### src/rtl/ula_result_fifo.sv
// ula_result_fifo: show-ahead FIFO capturing ALU results; optional zero/neg flags under ULA_RESULT_FLAGS_EN
module ula_result_fifo #(
  parameter int DEPTH = 4,
  parameter int CW = $clog2(DEPTH) + 1
) (
  input  logic          clk,
  input  logic          rst_n,
  input  logic          in_strobe,
  input  logic [7:0]    in_data,
  input  logic [3:0]    in_op,
  input  logic          clr,
  output logic          out_valid,
  input  logic          out_ready,
  output logic [7:0]    out_data,
  output logic [3:0]    out_op,
  output logic          out_zero,
  output logic          out_neg,
  output logic [CW-1:0] count,
  output logic          full,
  output logic          ovf
);
  localparam int AW = (DEPTH > 1) ? $clog2(DEPTH) : 1;
  logic [AW-1:0] wp, rp;
  logic [7:0] mem_d [DEPTH];
  logic [3:0] mem_op [DEPTH];
  logic push, pop;
  assign full = count == CW'(DEPTH);
  assign out_valid = count != '0;
  assign push = in_strobe & ~full & ~clr;
  assign pop = out_valid & out_ready & ~clr;
  assign out_data = out_valid ? mem_d[rp] : '0;
  assign out_op = out_valid ? mem_op[rp] : '0;
  // pointers, occupancy and sticky overflow; clr outranks push/pop
  always_ff @(posedge clk or negedge rst_n) begin
    if (!rst_n) begin
      wp <= '0;
      rp <= '0;
      count <= '0;
      ovf <= 1'b0;
    end else if (clr) begin
      wp <= '0;
      rp <= '0;
      count <= '0;
      ovf <= 1'b0;
    end else begin
      wp <= push ? wp + AW'(1) : wp;
      rp <= pop ? rp + AW'(1) : rp;
      count <= count + CW'(push) - CW'(pop);
      ovf <= ovf | (in_strobe & full);
    end
  end
  // entry storage is never reset; it is masked while empty
  always_ff @(posedge clk) begin
    if (push) begin
      mem_d[wp] <= in_data;
      mem_op[wp] <= in_op;
    end
  end
`ifdef ULA_RESULT_FLAGS_EN
  logic [1:0] mem_f [DEPTH];
  // flags are derived once at capture so the read side stays a plain mux
  always_ff @(posedge clk) begin
    if (push) mem_f[wp] <= {in_data == 8'h00, in_data[7]};
  end
  assign out_zero = out_valid & mem_f[rp][1];
  assign out_neg = out_valid & mem_f[rp][0];
`else
  assign out_zero = 1'b0;
  assign out_neg = 1'b0;
`endif
endmodule

### config.mk
export PLATFORM = sky130hd
export DESIGN_NAME = ula_result_fifo
export DESIGN_NICKNAME = d
export VERILOG_FILES = /design/src/rtl/ula_result_fifo.sv
export SDC_FILE = /design/constraint.sdc
export NUM_CORES = 1
export LEC_CHECK = 0
export ABC_AREA = 1
export CORE_MARGIN = 2
export CORE_UTILIZATION = 54
export DETAILED_ROUTE_END_ITERATION = 6
export GPL_ROUTABILITY_DRIVEN = 0
export PLACE_DENSITY = 0.78
export SETUP_SLACK_MARGIN = 0.5
export SYNTH_ARGS = -nofsm -noshare
export SYNTH_HDL_FRONTEND = slang
export SYNTH_SLANG_ARGS = --single-unit
export TNS_END_PERCENT = 30
### constraint.sdc
create_clock -name clk -period 2.1 [get_ports clk]
set_input_delay 0.42 -clock clk [delete_from_list [all_inputs] [get_ports clk]]
set_output_delay 0.42 -clock clk [all_outputs]
set_load 0.005 [all_outputs]
==> results of run 1 <==
kinds of logic (layout without fill, tap and decap cells):
| family | Yosys count | after routing |
|---|---|---|
| adders and majority gates | 7 | 7 |
| buffers and inverters | 74 | 138 |
| AOI/OAI and AO/OA | 14 | 14 |
| DFF | 56 | 56 |
| other | 1 | 2 |
| and+or+nand+nor | 106 | 106 |
metrics by stage:
stage / std cells / utilization / hold slack, ns / area [µm²] / setup TNS, ns
detailed placement: 368 / 0.664 / 0.528 / 3140 / -0.348
finish: 390 / 0.732 / 0.377 / 3460 / 0
floorplan: 259 / - / 0.124 / 2660 / 0
global route: 390 / 0.732 / 0.388 / 3460 / 0
CTS: 388 / 0.706 / 0.397 / 3340 / 0
global placement: 368 / 0.664 / 0.523 / 3140 / -0.235
power groups by stage:
| stage | Combinational [mW] | Sequential [mW] | Clock [mW] |
|---|---|---|---|
| after global routing | 2.06 | 1.41 | 0.625 |
| final | 1.91 | 1.40 | 0.566 |
| after floorplan | 0.828 | 1.39 | 0 |
| after global placement | 1.38 | 1.40 | 0 |
| after CTS | 1.63 | 1.40 | 0.575 |
| after detailed placement | 1.42 | 1.40 | 0 |
per-layer routing:
metal	vias up	wire, µm	GRT usage	part of all wire
met5	-	0	0	0
met4	0	179	0.0949	0.031
met3	16	209	0.0461	0.037
met2	56	3150	0.402	0.55
met1	877	2170	0.224	0.38
li1	935	-	-	-
worst max-delay path: cells and delay by family (launching register included):
kind,cells,cell delay [ns]
adder cells (fa/ha/maj),3,0.94
flip-flops,1,0.44
buffers and inverters,2,0.10
AND/OR/NAND/NOR,5,0.46
final timing paths:
path	from	end	slack (ns)	cells after the start
setup / recovery	count[0]	count[1]	0.06	10
hold / removal	rst_n	ovf	0.38	1
setup reg to reg	count[0]	count[1]	0.06	10
hold reg to reg	ovf	ovf	0.54	2
max in group asynchronous	rst_n	rp[0]	1.43	1
min in group clk	clr	ovf	0.40	2
timing repair:
item | 4_1_cts | 5_1_grt
setup buffers | 11 | 2
setup endpoints to repair | 20 | 39
pin swaps | 13 | 13
resized for setup | 61 | 29
cloned | 1 | 0
layout by cell type (no fill, tap or decap), drive strengths merged:
cell type and instances:
inv 62, nand2 61, edfxtp 48, buf 44, nand3 31, clkdlybuf4s50 19, a21oi 14, nor2 9
dfrtp 8, clkbuf 6, ha 6, nand4 4, clkinv 3, conb 2, dlymetal6s2s 2, or2 1
fa 1, clkinvlp 1, dlygate4sd2 1
registers in the layout, summed over array words and instances, names as in the netlist:
name    count
wp          2
count       3
ovf         1
mem_d      32
rp          2
mem_op     16
layout make-up:
class	instances	area, µm²	area share
timing repair buffer	66	574	0.166
clock buffer	6	72.6	0.0210
inverter	64	263	0.0760
sequential	56	1640	0.475
clock inverter	2	12.5	0.00362
tap	67	83.8	0.0242
multi-input combinational	129	808	0.234
==> impl_results.rst, run 1 <==
.. list-table::
   :header-rows: 1

   * - Metric
     - Value
   * - Worst-case clock buffer depth
     - 2
   * - Pleak
     - 1.59 nW
   * - Adder-Cell Fraction of Synth Area
     - 0.0359
   * - Setup repair after global routing missed its margin
     - yes
   * - Height of the chip
     - around 74 µm
   * - Count of pins on the block boundary
     - 37
   * - Clk_lat worst skew
     - between 0.3 and 0.4 ns
   * - Post-CTS clock slew at the launch and capture registers of the worst setup and hold paths
     - 0.10 ns
   * - Layout-stage area growth over the synthesis result
     - 30.5%
   * - Floorplan die area
     - approximately 5500 µm²
   * - Dominant combinational cell family by area after synthesis
     - simple AND/OR/NAND/NOR gates
   * - Logic pwr share
     - 0.493
   * - Share of synthesized registers carrying an async set or reset
     - 0.143
   * - Number of global-route vias before repair
     - 1907
   * - Cell Pwr Density
     - about 1100 nW/µm²
   * - Starting density of the core
     - 0.561
   * - Global-route wire length before repair
     - ~8.4 mm
   * - Share of the yosys chip area belonging to registers
     - 0.619
   * - Share of total power consumed by net switching
     - 0.363
   * - Total internal power
     - between 2 and 2.5 mW
   * - Post-Syn Instances
     - 258
   * - FILL cells
     - 315
   * - Via/cell ratio
     - about 4.8
   * - CP max FO
     - 3
   * - Net switching component of the power
     - ~1.4 mW
   * - Starting DRT DRC Count
     - 128
   * - Part of the power in registers
     - 0.361
   * - Ordered cell list for the critical path
     - nor2_4, nand2_4, nand2_4, nor2_4, ha_4, inv_4, ha_4, inv_2, fa_2, nor2_1
   * - Hold violation count in the final report
     - 0
   * - Type of the worst setup path
     - flop to flop
   * - Fmax achieved
     - about 0.49 GHz
   * - Clock tree from TritonCTS
     - built
   * - Data arrival, critical path
     - roughly 2.3 ns
   * - Post-Synthesis Mean Instance Area
     - 10.3 µm²
   * - Outcome
     - finished clean
   * - Crit path capture type
     - flop
   * - Number of enable-type register cells in the synthesized netlist
     - between 40 and 50
   * - Chip Width
     - roughly 74 µm
   * - Num CTS Buffers
     - 5
   * - HPWL after detailed placement
     - between 3 and 4 mm
   * - Clock share of power
     - 0.146
   * - Most area-consuming cells after synthesis
     - sky130_fd_sc_hd__edfxtp_1, sky130_fd_sc_hd__nand2_1, sky130_fd_sc_hd__inv_1
   * - Leading post-synthesis cells by instance count
     - sky130_fd_sc_hd__nand2_1, sky130_fd_sc_hd__inv_1, sky130_fd_sc_hd__edfxtp_1, sky130_fd_sc_hd__nand3_1
   * - Total design power
     - 3.88 mW
   * - Critical path's slowest cell
     - sky130_fd_sc_hd__fa_2
   * - Required time of the critical path
     - 2.31 ns
   * - Compound-cell area share of the yosys netlist
     - 0.0349
   * - Nets
     - between 300 and 400
   * - Worst-case clock skew
     - around 0.0095 ns
   * - Detailed Route WL
     - 5.71 mm
   * - Cell taking the most area after synthesis
     - sky130_fd_sc_hd__edfxtp_1
   * - DRT Pass-1 Iters
     - 4
   * - Fraction of synthesized cell area in xor and xnor cells
     - 0
   * - Warning count from the yosys run
     - 0
   * - Final Max Tran Viols
     - 0
   * - Max-cap check violation count
     - 0
   * - Routed wire per std cell
     - about 15 µm
   * - Final clock period utilization by the worst path
     - 0.971
   * - Critical path launch point type
     - flop
   * - Final setup violation count
     - 0
   * - Post-synth top area share
     - 0.544
   * - GRT overflow
     - 0
   * - Cell with the most instances after synthesis
     - sky130_fd_sc_hd__nand2_1
   * - Number of buffer cells added on primary ports
     - 34
   * - Peak VDD IR
     - between 0.6 and 0.7 mV
   * - Shortest period the worst path allows
     - about 2 ns
   * - Number of H-tree levels
     - 2
   * - Worst setup margin
     - 0.0608 ns
   * - Worst hold-check path type
     - input pin to async pin
   * - Number of distinct library cell variants in the gate-level netlist after synthesis
     - 22
   * - Via count
     - roughly 1900
   * - Core outline area
     - 4720 µm²
   * - Overall track demand over capacity in global routing
     - 0.212
   * - Post-synthesis sequential element count
     - 56
   * - Area fraction in and, or, nand and nor cells after synthesis
     - 0.185
   * - DR DRC count
     - 0
   * - Number of inserted diodes
     - 0
   * - Top FF cell, synth
     - sky130_fd_sc_hd__edfxtp_1
   * - Site row count
     - 25
   * - Antenna Violating Nets Remaining
     - 0
   * - Number of clock sinks
     - 56
   * - Crit path largest cell delay
     - 0.56 ns
   * - Portion of netlist area occupied by mux cells
     - 0
   * - Pre-CTS setup slack
     - -0.193 ns
   * - Proportion of layout cells with a drive suffix above 1
     - 0.285
   * - Synth Cell Area
     - 2650 µm²
   * - Antenna violations before repair
     - 0
   * - Clock root buffer master
     - sky130_fd_sc_hd__clkbuf_8
   * - Pin count of the biggest net entering global routing
     - 27
   * - Number of buffers added to fix hold violations after cts
     - 0
Power figures use the tool's default switching activity.
==> run 2: changes to the inputs <==
==> constraint.sdc (replaced) <==
create_clock -name clk -period 2.25 [get_ports clk]
set_input_delay 0.45 -clock clk [delete_from_list [all_inputs] [get_ports clk]]
set_output_delay 0.45 -clock clk [all_outputs]
set_load 0.005 [all_outputs]
==> run 2 against run 1 <==
Net effect: sequential power fell by 7%; critical path depth shrank 1; die area unchanged; worst setup slack improved by 0.14 ns; flip-flop and latch count unchanged; sequential share of layout area fell by 0.71 points; worst hold slack better by 0.039 ns; non-clock buffer count grew 4; clock power increased by 15%; critical path type is now input pin to flop; largest power group unchanged; highest routed layer unchanged.
==> impl_results.rst, run 2 (synthesis gave the netlist of run 1 again) <==
.. list-table::
   :header-rows: 1

   * - Metric
     - Value
   * - Outcome
     - finished clean (unchanged)
   * - Layout-stage area growth over the synthesis result
     - 32.6% (was 30.5%)
   * - HPWL after detailed placement
     - 3.45 mm (was 3.34 mm)
   * - Clock tree from TritonCTS
     - built (unchanged)
   * - Final worst hold slack
     - 0.415 ns (was 0.377 ns)
   * - Antenna violations before repair
     - 0 (unchanged)
   * - Pin count of the biggest net entering global routing
     - 27 (unchanged)
   * - Clk_lat worst skew
     - 0.31 ns (about the same)
   * - Shortest period the worst path allows
     - 2.04 ns
   * - Core outline area
     - 4720 µm² (unchanged)
   * - Fmax achieved
     - 0.489 GHz
   * - Commonest non-fill, non-tap cells in the layout
     - sky130_fd_sc_hd__inv_1, sky130_fd_sc_hd__nand2_1, sky130_fd_sc_hd__edfxtp_1, sky130_fd_sc_hd__buf_4, sky130_fd_sc_hd__clkdlybuf4s50_1 (was sky130_fd_sc_hd__inv_1, sky130_fd_sc_hd__nand2_1, sky130_fd_sc_hd__edfxtp_1, sky130_fd_sc_hd__buf_4, sky130_fd_sc_hd__nand3_1)
   * - Starting density of the core
     - 0.561 (unchanged)
   * - Crit path capture type
     - flop (unchanged)
   * - Data arrival, critical path
     - 2.24 ns (was 2.25 ns)
   * - Critical path launch point type
     - input pin (was flop)
   * - Routed wire per std cell
     - 14.0 µm (was 14.6 µm)
   * - Via/cell ratio
     - 4.79 (was 4.83)
   * - Number of clock sinks
     - 56 (unchanged)
   * - Count of pins on the block boundary
     - 37 (unchanged)
   * - Number of flip-flops in the largest register
     - 32 (unchanged)
   * - Type of the worst setup path
     - input pin to flop (was flop to flop)
   * - Final setup violation count
     - 0 (unchanged)
   * - Starting DRT DRC Count
     - 177 (was 128)
   * - Floorplan die area
     - 5480 µm² (unchanged)
   * - Post-CTS clock slew at the launch and capture registers of the worst setup and hold paths
     - 0.09 ns (was 0.10 ns)
   * - Peak VDD IR
     - 0.664 mV (was 0.669 mV)
   * - Hold violation count in the final report
     - 0 (unchanged)
   * - Via count
     - 1887 (was 1884)
   * - DR DRC count
     - 0 (unchanged)
   * - Setup repair after global routing missed its margin
     - yes (unchanged)
   * - Number of buffers added to fix hold violations after cts
     - 0 (unchanged)
   * - Final Max Tran Viols
     - 0 (unchanged)
   * - Global-route wire length before repair
     - 8.81 mm (was 8.38 mm)
   * - Site row count
     - 25 (unchanged)
   * - Overall track demand over capacity in global routing
     - 0.222 (was 0.212)
   * - Worst-case clock buffer depth
     - 2 (unchanged)
   * - Most common library cell in the layout ignoring fill and taps
     - sky130_fd_sc_hd__inv_1 (unchanged)
   * - Cell depth of the worst flop-to-flop path
     - 10 (unchanged)
   * - DRT Pass-1 Iters
     - 4 (unchanged)
   * - Required time of the critical path
     - 2.45 ns (was 2.31 ns)
   * - Antenna Violating Nets Remaining
     - 0 (unchanged)
   * - FILL cells
     - 314 (was 315)
   * - Nets
     - 350 (was 346)
   * - GRT overflow
     - 0 (unchanged)
   * - Max-cap check violation count
     - 0 (unchanged)
   * - Height of the chip
     - 74.1 µm (unchanged)
   * - Setup slack of the most critical reg-to-reg path
     - 0.24 ns (was 0.06 ns)
   * - Number of buffer cells added on primary ports
     - 34 (unchanged)
   * - Cell Pwr Density
     - 1070 nW/µm² (was 1120 nW/µm²)
   * - Num CTS Buffers
     - 5 (unchanged)
   * - Final clock period utilization by the worst path
     - 0.909
   * - Largest registers
     - mem_d x32, mem_op x16, count x3 (unchanged)
   * - Chip Width
     - 74.1 µm (unchanged)
   * - Register name with the most flops
     - mem_d (unchanged)
   * - Clock root buffer master
     - sky130_fd_sc_hd__clkbuf_8 (unchanged)
   * - Number of H-tree levels
     - 2 (unchanged)
   * - Worst-case clock skew
     - 0.00734 ns (was 0.00949 ns)
   * - Proportion of layout cells with a drive suffix above 1
     - 0.281 (was 0.285)
   * - Pleak
     - 1.64 nW (was 1.59 nW)
   * - CP max FO
     - 4 (was 3)
   * - Worst hold-check path type
     - input pin to async pin (unchanged)
   * - Endpoint of the lowest-slack register-to-register path
     - count[1] (unchanged)
   * - Number of global-route vias before repair
     - 1865 (was 1907)
   * - Detailed Route WL
     - 5.51 mm (was 5.71 mm)
   * - Launch point of the worst reg-to-reg path
     - count[0] (unchanged)
   * - Number of inserted diodes
     - 0 (unchanged)
   * - Total design power
     - 3.75 mW (was 3.88 mW)
run 2: cell types whose count changed in the layout (fill, tap and decap cells not counted), moves of 3 or more:
cell / delta
sky130_fd_sc_hd__a21oi_2: +4
sky130_fd_sc_hd__a21oi_4: -3
sky130_fd_sc_hd__buf_2: -4
sky130_fd_sc_hd__dlygate4sd2_1: +3
sky130_fd_sc_hd__nand2_1: -7
sky130_fd_sc_hd__nand2_2: +6
sky130_fd_sc_hd__nor2_1: +3
run 2: what timing repair did:
item / 4_1_cts / 5_1_grt
endpoints found under the hold margin: 0 / 0
resized for setup: 63 / 13
pin swaps: 10 / 3
endpoints found under the setup margin: 17 / 18
setup buffers: 13 / 3
gates cloned: 1 / 0
run 2: metrics by stage:
stage / cell area [µm²] / setup slack, ns / utilization / TNS [ns] / std cells
after floorplan: 2660 / 0.325 / - / 0 / 259
after global placement: 3150 / -0.0350 / 0.667 / -0.0350 / 369
after detailed placement: 3150 / -0.0891 / 0.667 / -0.142 / 369
after CTS: 3480 / 0.215 / 0.736 / 0 / 391
after global routing: 3510 / 0.137 / 0.744 / 0 / 394
final: 3510 / 0.205 / 0.744 / 0 / 394
run 2: report_power, final:
part | internal [mW] | switching [mW]
combinational | 0.921 | 0.873
sequential | 1.23 | 0.0704
clock | 0.334 | 0.316
total | 2.49 | 1.26
run 2: worst max-delay path, stage by stage:
cell,delay [ns]
sky130_fd_sc_hd__clkdlybuf4s50_1,0.54
sky130_fd_sc_hd__clkinv_1,0.13
sky130_fd_sc_hd__nand3_2,0.10
sky130_fd_sc_hd__ha_1,0.22
sky130_fd_sc_hd__inv_1,0.06
sky130_fd_sc_hd__ha_1,0.14
sky130_fd_sc_hd__inv_1,0.05
sky130_fd_sc_hd__fa_2,0.52
sky130_fd_sc_hd__nor2_1,0.04
run 2: area by class of cell:
type | count | area [µm²] | share of cell area
timing repair buffer | 70 | 648 | 0.184
sequential | 56 | 1650 | 0.468
tap | 67 | 83.8 | 0.0239
inverter | 64 | 255 | 0.0726
multi-input combinational | 129 | 774 | 0.220
clock buffer | 7 | 76.3 | 0.0217
clock inverter | 1 | 30.0 | 0.00855
run 2: worst max-delay path by stage:
| stage | from | end | slack (ns) | cells past startpoint |
|---|---|---|---|---|
| after detailed placement | clr | count[2] | -0.09 | 10 |
| after floorplan | count[1] | count[2] | 0.33 | 11 |
| final | clr | count[1] | 0.21 | 9 |
| after global routing | clr | count[1] | 0.14 | 9 |
| after CTS | count[1] | count[1] | 0.22 | 10 |
| after global placement | clr | count[2] | -0.03 | 10 |
run 2: routing by layer:
metal,wire length [µm],track usage
met4,91,0.0667
met1,2330,0.278
met5,0,0
met2,2880,0.395
met3,213,0.0407
==> run 3: changes to the inputs <==
--- a/config.mk
+++ b/config.mk
@@ -10,8 +10,9 @@
 export CORE_UTILIZATION = 54
 export DETAILED_ROUTE_END_ITERATION = 6
 export GPL_ROUTABILITY_DRIVEN = 0
-export PLACE_DENSITY = 0.78
+export PLACE_DENSITY = 0.79
 export SETUP_SLACK_MARGIN = 0.5
+export SLEW_MARGIN = 15
 export SYNTH_ARGS = -nofsm -noshare
 export SYNTH_HDL_FRONTEND = slang
 export SYNTH_SLANG_ARGS = --single-unit
==> run 3 against run 2 <==
Net effect: routed wire length grew 14%; flip-flop and latch count did not move; first-iteration DRC count is 23% higher; clock skew increased by 0.0051 ns; worst hold slack worse by 0.0081 ns; sequential power about the same; register-to-register slack hardly changed.
==> impl_results.rst, run 3 (synthesis gave the netlist of run 1 again) <==
.. list-table::
   :header-rows: 1

   * - Metric
     - Value
   * - Outcome
     - finished clean (unchanged)
   * - Hold violation count in the final report
     - 0 (unchanged)
   * - Cell depth of the worst flop-to-flop path
     - 12 (was 10)
   * - Clk_lat worst skew
     - 0.32 ns (was 0.31 ns)
   * - Number of flip-flops in the largest register
     - 32 (unchanged)
   * - Routed wire per std cell
     - 16.0 µm (was 14.0 µm)
   * - Largest registers
     - mem_d x32, mem_op x16, count x3 (unchanged)
   * - Number of H-tree levels
     - 2 (unchanged)
   * - Worst hold-check path type
     - input pin to async pin (unchanged)
   * - CP max FO
     - 5 (was 4)
   * - Fmax achieved
     - 0.491 GHz (was 0.489 GHz)
   * - Proportion of layout cells with a drive suffix above 1
     - 0.305 (was 0.281)
   * - Number of buffers added to fix hold violations after cts
     - 0 (unchanged)
   * - Number of inserted diodes
     - 0 (unchanged)
   * - Post-Route Setup TNS
     - 0 ns (unchanged)
   * - Height of the chip
     - 74.1 µm (unchanged)
   * - Data arrival, critical path
     - 1.59 ns (was 2.24 ns)
   * - Site row count
     - 25 (unchanged)
   * - Starting density of the core
     - 0.561 (unchanged)
   * - Type of the worst setup path
     - flop to primary output (was input pin to flop)
   * - Number of instances in the placed design
     - 363 (was 369)
   * - Antenna Violating Nets Remaining
     - 0 (unchanged)
   * - HPWL after detailed placement
     - 3.23 mm (was 3.45 mm)
   * - Register name with the most flops
     - mem_d (unchanged)
   * - DRT Pass-1 Iters
     - 5 (was 4)
   * - Floorplan die area
     - 5480 µm² (unchanged)
   * - Global-route wire length before repair
     - 9.00 mm (was 8.81 mm)
   * - Final worst hold slack
     - 0.407 ns (was 0.415 ns)
   * - Max-cap check violation count
     - 0 (unchanged)
   * - Peak VDD IR
     - 0.666 mV (was 0.664 mV)
   * - Core outline area
     - 4720 µm² (unchanged)
   * - Number of non-filler instances in the completed layout
     - 392 (was 394)
   * - Antenna violations before repair
     - 0 (unchanged)
   * - Critical path launch point type
     - flop (was input pin)
   * - Detailed Route WL
     - 6.27 mm (was 5.51 mm)
   * - Num CTS Buffers
     - 5 (unchanged)
   * - Clock root buffer master
     - sky130_fd_sc_hd__clkbuf_8 (unchanged)
   * - Number of buffer cells added on primary ports
     - 34 (unchanged)
   * - Pin count of the biggest net entering global routing
     - 27 (unchanged)
   * - Shortest period the worst path allows
     - 2.04 ns (about the same)
   * - Most common library cell in the layout ignoring fill and taps
     - sky130_fd_sc_hd__inv_1 (unchanged)
   * - Starting DRT DRC Count
     - 218 (was 177)
   * - Layout-stage area growth over the synthesis result
     - 34.3% (was 32.6%)
   * - Final clock period utilization by the worst path
     - 0.905 (was 0.909)
   * - Overall track demand over capacity in global routing
     - 0.228 (was 0.222)
   * - Via count
     - 2013 (was 1887)
   * - Endpoint of the lowest-slack register-to-register path
     - count[2] (was count[1])
   * - Cell Area, Placed
     - 3090 µm² (was 3150 µm²)
   * - Launch point of the worst reg-to-reg path
     - count[0] (unchanged)
   * - Cell Pwr Density
     - 1090 nW/µm² (was 1070 nW/µm²)
   * - Nets
     - 348 (was 350)
   * - Worst-case clock buffer depth
     - 2 (unchanged)
   * - Post-route cell area
     - 3560 µm² (was 3510 µm²)
   * - Required time of the critical path
     - 1.80 ns (was 2.45 ns)
   * - DR DRC count
     - 0 (unchanged)
   * - Clock tree from TritonCTS
     - built (unchanged)
   * - Commonest non-fill, non-tap cells in the layout
     - sky130_fd_sc_hd__inv_1, sky130_fd_sc_hd__nand2_1, sky130_fd_sc_hd__edfxtp_1, sky130_fd_sc_hd__buf_4, sky130_fd_sc_hd__clkdlybuf4s50_1 (unchanged)
   * - Crit path capture type
     - primary output (was flop)
   * - Final setup violation count
     - 0 (unchanged)
   * - Post-CTS clock slew at the launch and capture registers of the worst setup and hold paths
     - 0.11 ns (was 0.09 ns)
   * - Layout Utilization
     - 0.753 (was 0.744)
   * - Count of pins on the block boundary
     - 37 (unchanged)
   * - Setup slack of the most critical reg-to-reg path
     - 0.24 ns (about the same)
   * - Number of global-route vias before repair
     - 1905 (was 1865)
   * - Pre-CTS setup slack
     - -0.0895 ns (was -0.0891 ns)
   * - Chip Width
     - 74.1 µm (unchanged)
   * - Setup repair after global routing missed its margin
     - yes (unchanged)
   * - Worst-case clock skew
     - 0.0124 ns (was 0.00734 ns)
   * - FILL cells
     - 289 (was 314)
   * - Total design power
     - 3.89 mW (was 3.75 mW)
   * - Worst setup margin
     - 0.214 ns (was 0.205 ns)
   * - GRT overflow
     - 0 (unchanged)
   * - Number of clock sinks
     - 56 (unchanged)
   * - Final Max Tran Viols
     - 0 (unchanged)
   * - Via/cell ratio
     - 5.14 (was 4.79)
   * - Pleak
     - 1.64 nW (about the same)
-- run 3: metal layers --
layer  vias up  wire (µm)  global-route usage
met4         0        189               0.121
met5         -          0                   0
met2        90       3200               0.397
met1       962       2570               0.268
met3        16        319              0.0434
li1        945          -                   -
-- run 3: critical path: stages, from the launching register on --
cell                       delay (ns)
sky130_fd_sc_hd__dfrtp_2         0.45
sky130_fd_sc_hd__nor2_4          0.17
sky130_fd_sc_hd__nand2_4         0.09
sky130_fd_sc_hd__buf_12          0.14
sky130_fd_sc_hd__clkinv_8        0.05
sky130_fd_sc_hd__buf_6           0.10
sky130_fd_sc_hd__buf_4           0.11
sky130_fd_sc_hd__a21oi_2         0.03
sky130_fd_sc_hd__buf_2           0.13
-- run 3: timing repair --
item / 4_1_cts / 5_1_grt
endpoints found under the setup margin: 18 / 19
gates cloned: 2 / 0
pin swaps: 15 / 6
resized for setup: 75 / 23
buffers inserted: 13 / 6
-- run 3: how the worst max path moves through the flow --
| stage | to | depth (start not counted) | slack, ns | from |
|---|---|---|---|---|
| finish | out_op[0] | 8 | 0.21 | count[0] |
| global route | count[2] | 12 | 0.17 | count[0] |
| CTS | count[1] | 10 | 0.28 | count[1] |
| detailed placement | count[2] | 10 | -0.09 | clr |
| global placement | count[2] | 10 | 0.01 | clr |
| floorplan | count[2] | 11 | 0.33 | count[1] |
-- run 3: report_power, final --
part	switching [mW]	internal [mW]	total, mW	leakage [nW]
sequential	0.0749	1.23	1.31	0.537
combinational	0.992	1.01	2.00	1.06
clock	0.347	0.229	0.576	0.0463
total	1.41	2.47	3.89	1.64
-- run 3: layout make-up --
cell class,count,area (µm²),share of cell area
inverter,64,275,0.0774
sequential,56,1650,0.463
timing repair buffer,68,643,0.181
tap,67,83.8,0.0236
clock buffer,5,68.8,0.0193
multi-input combinational,129,813,0.229
clock inverter,3,27.5,0.00774
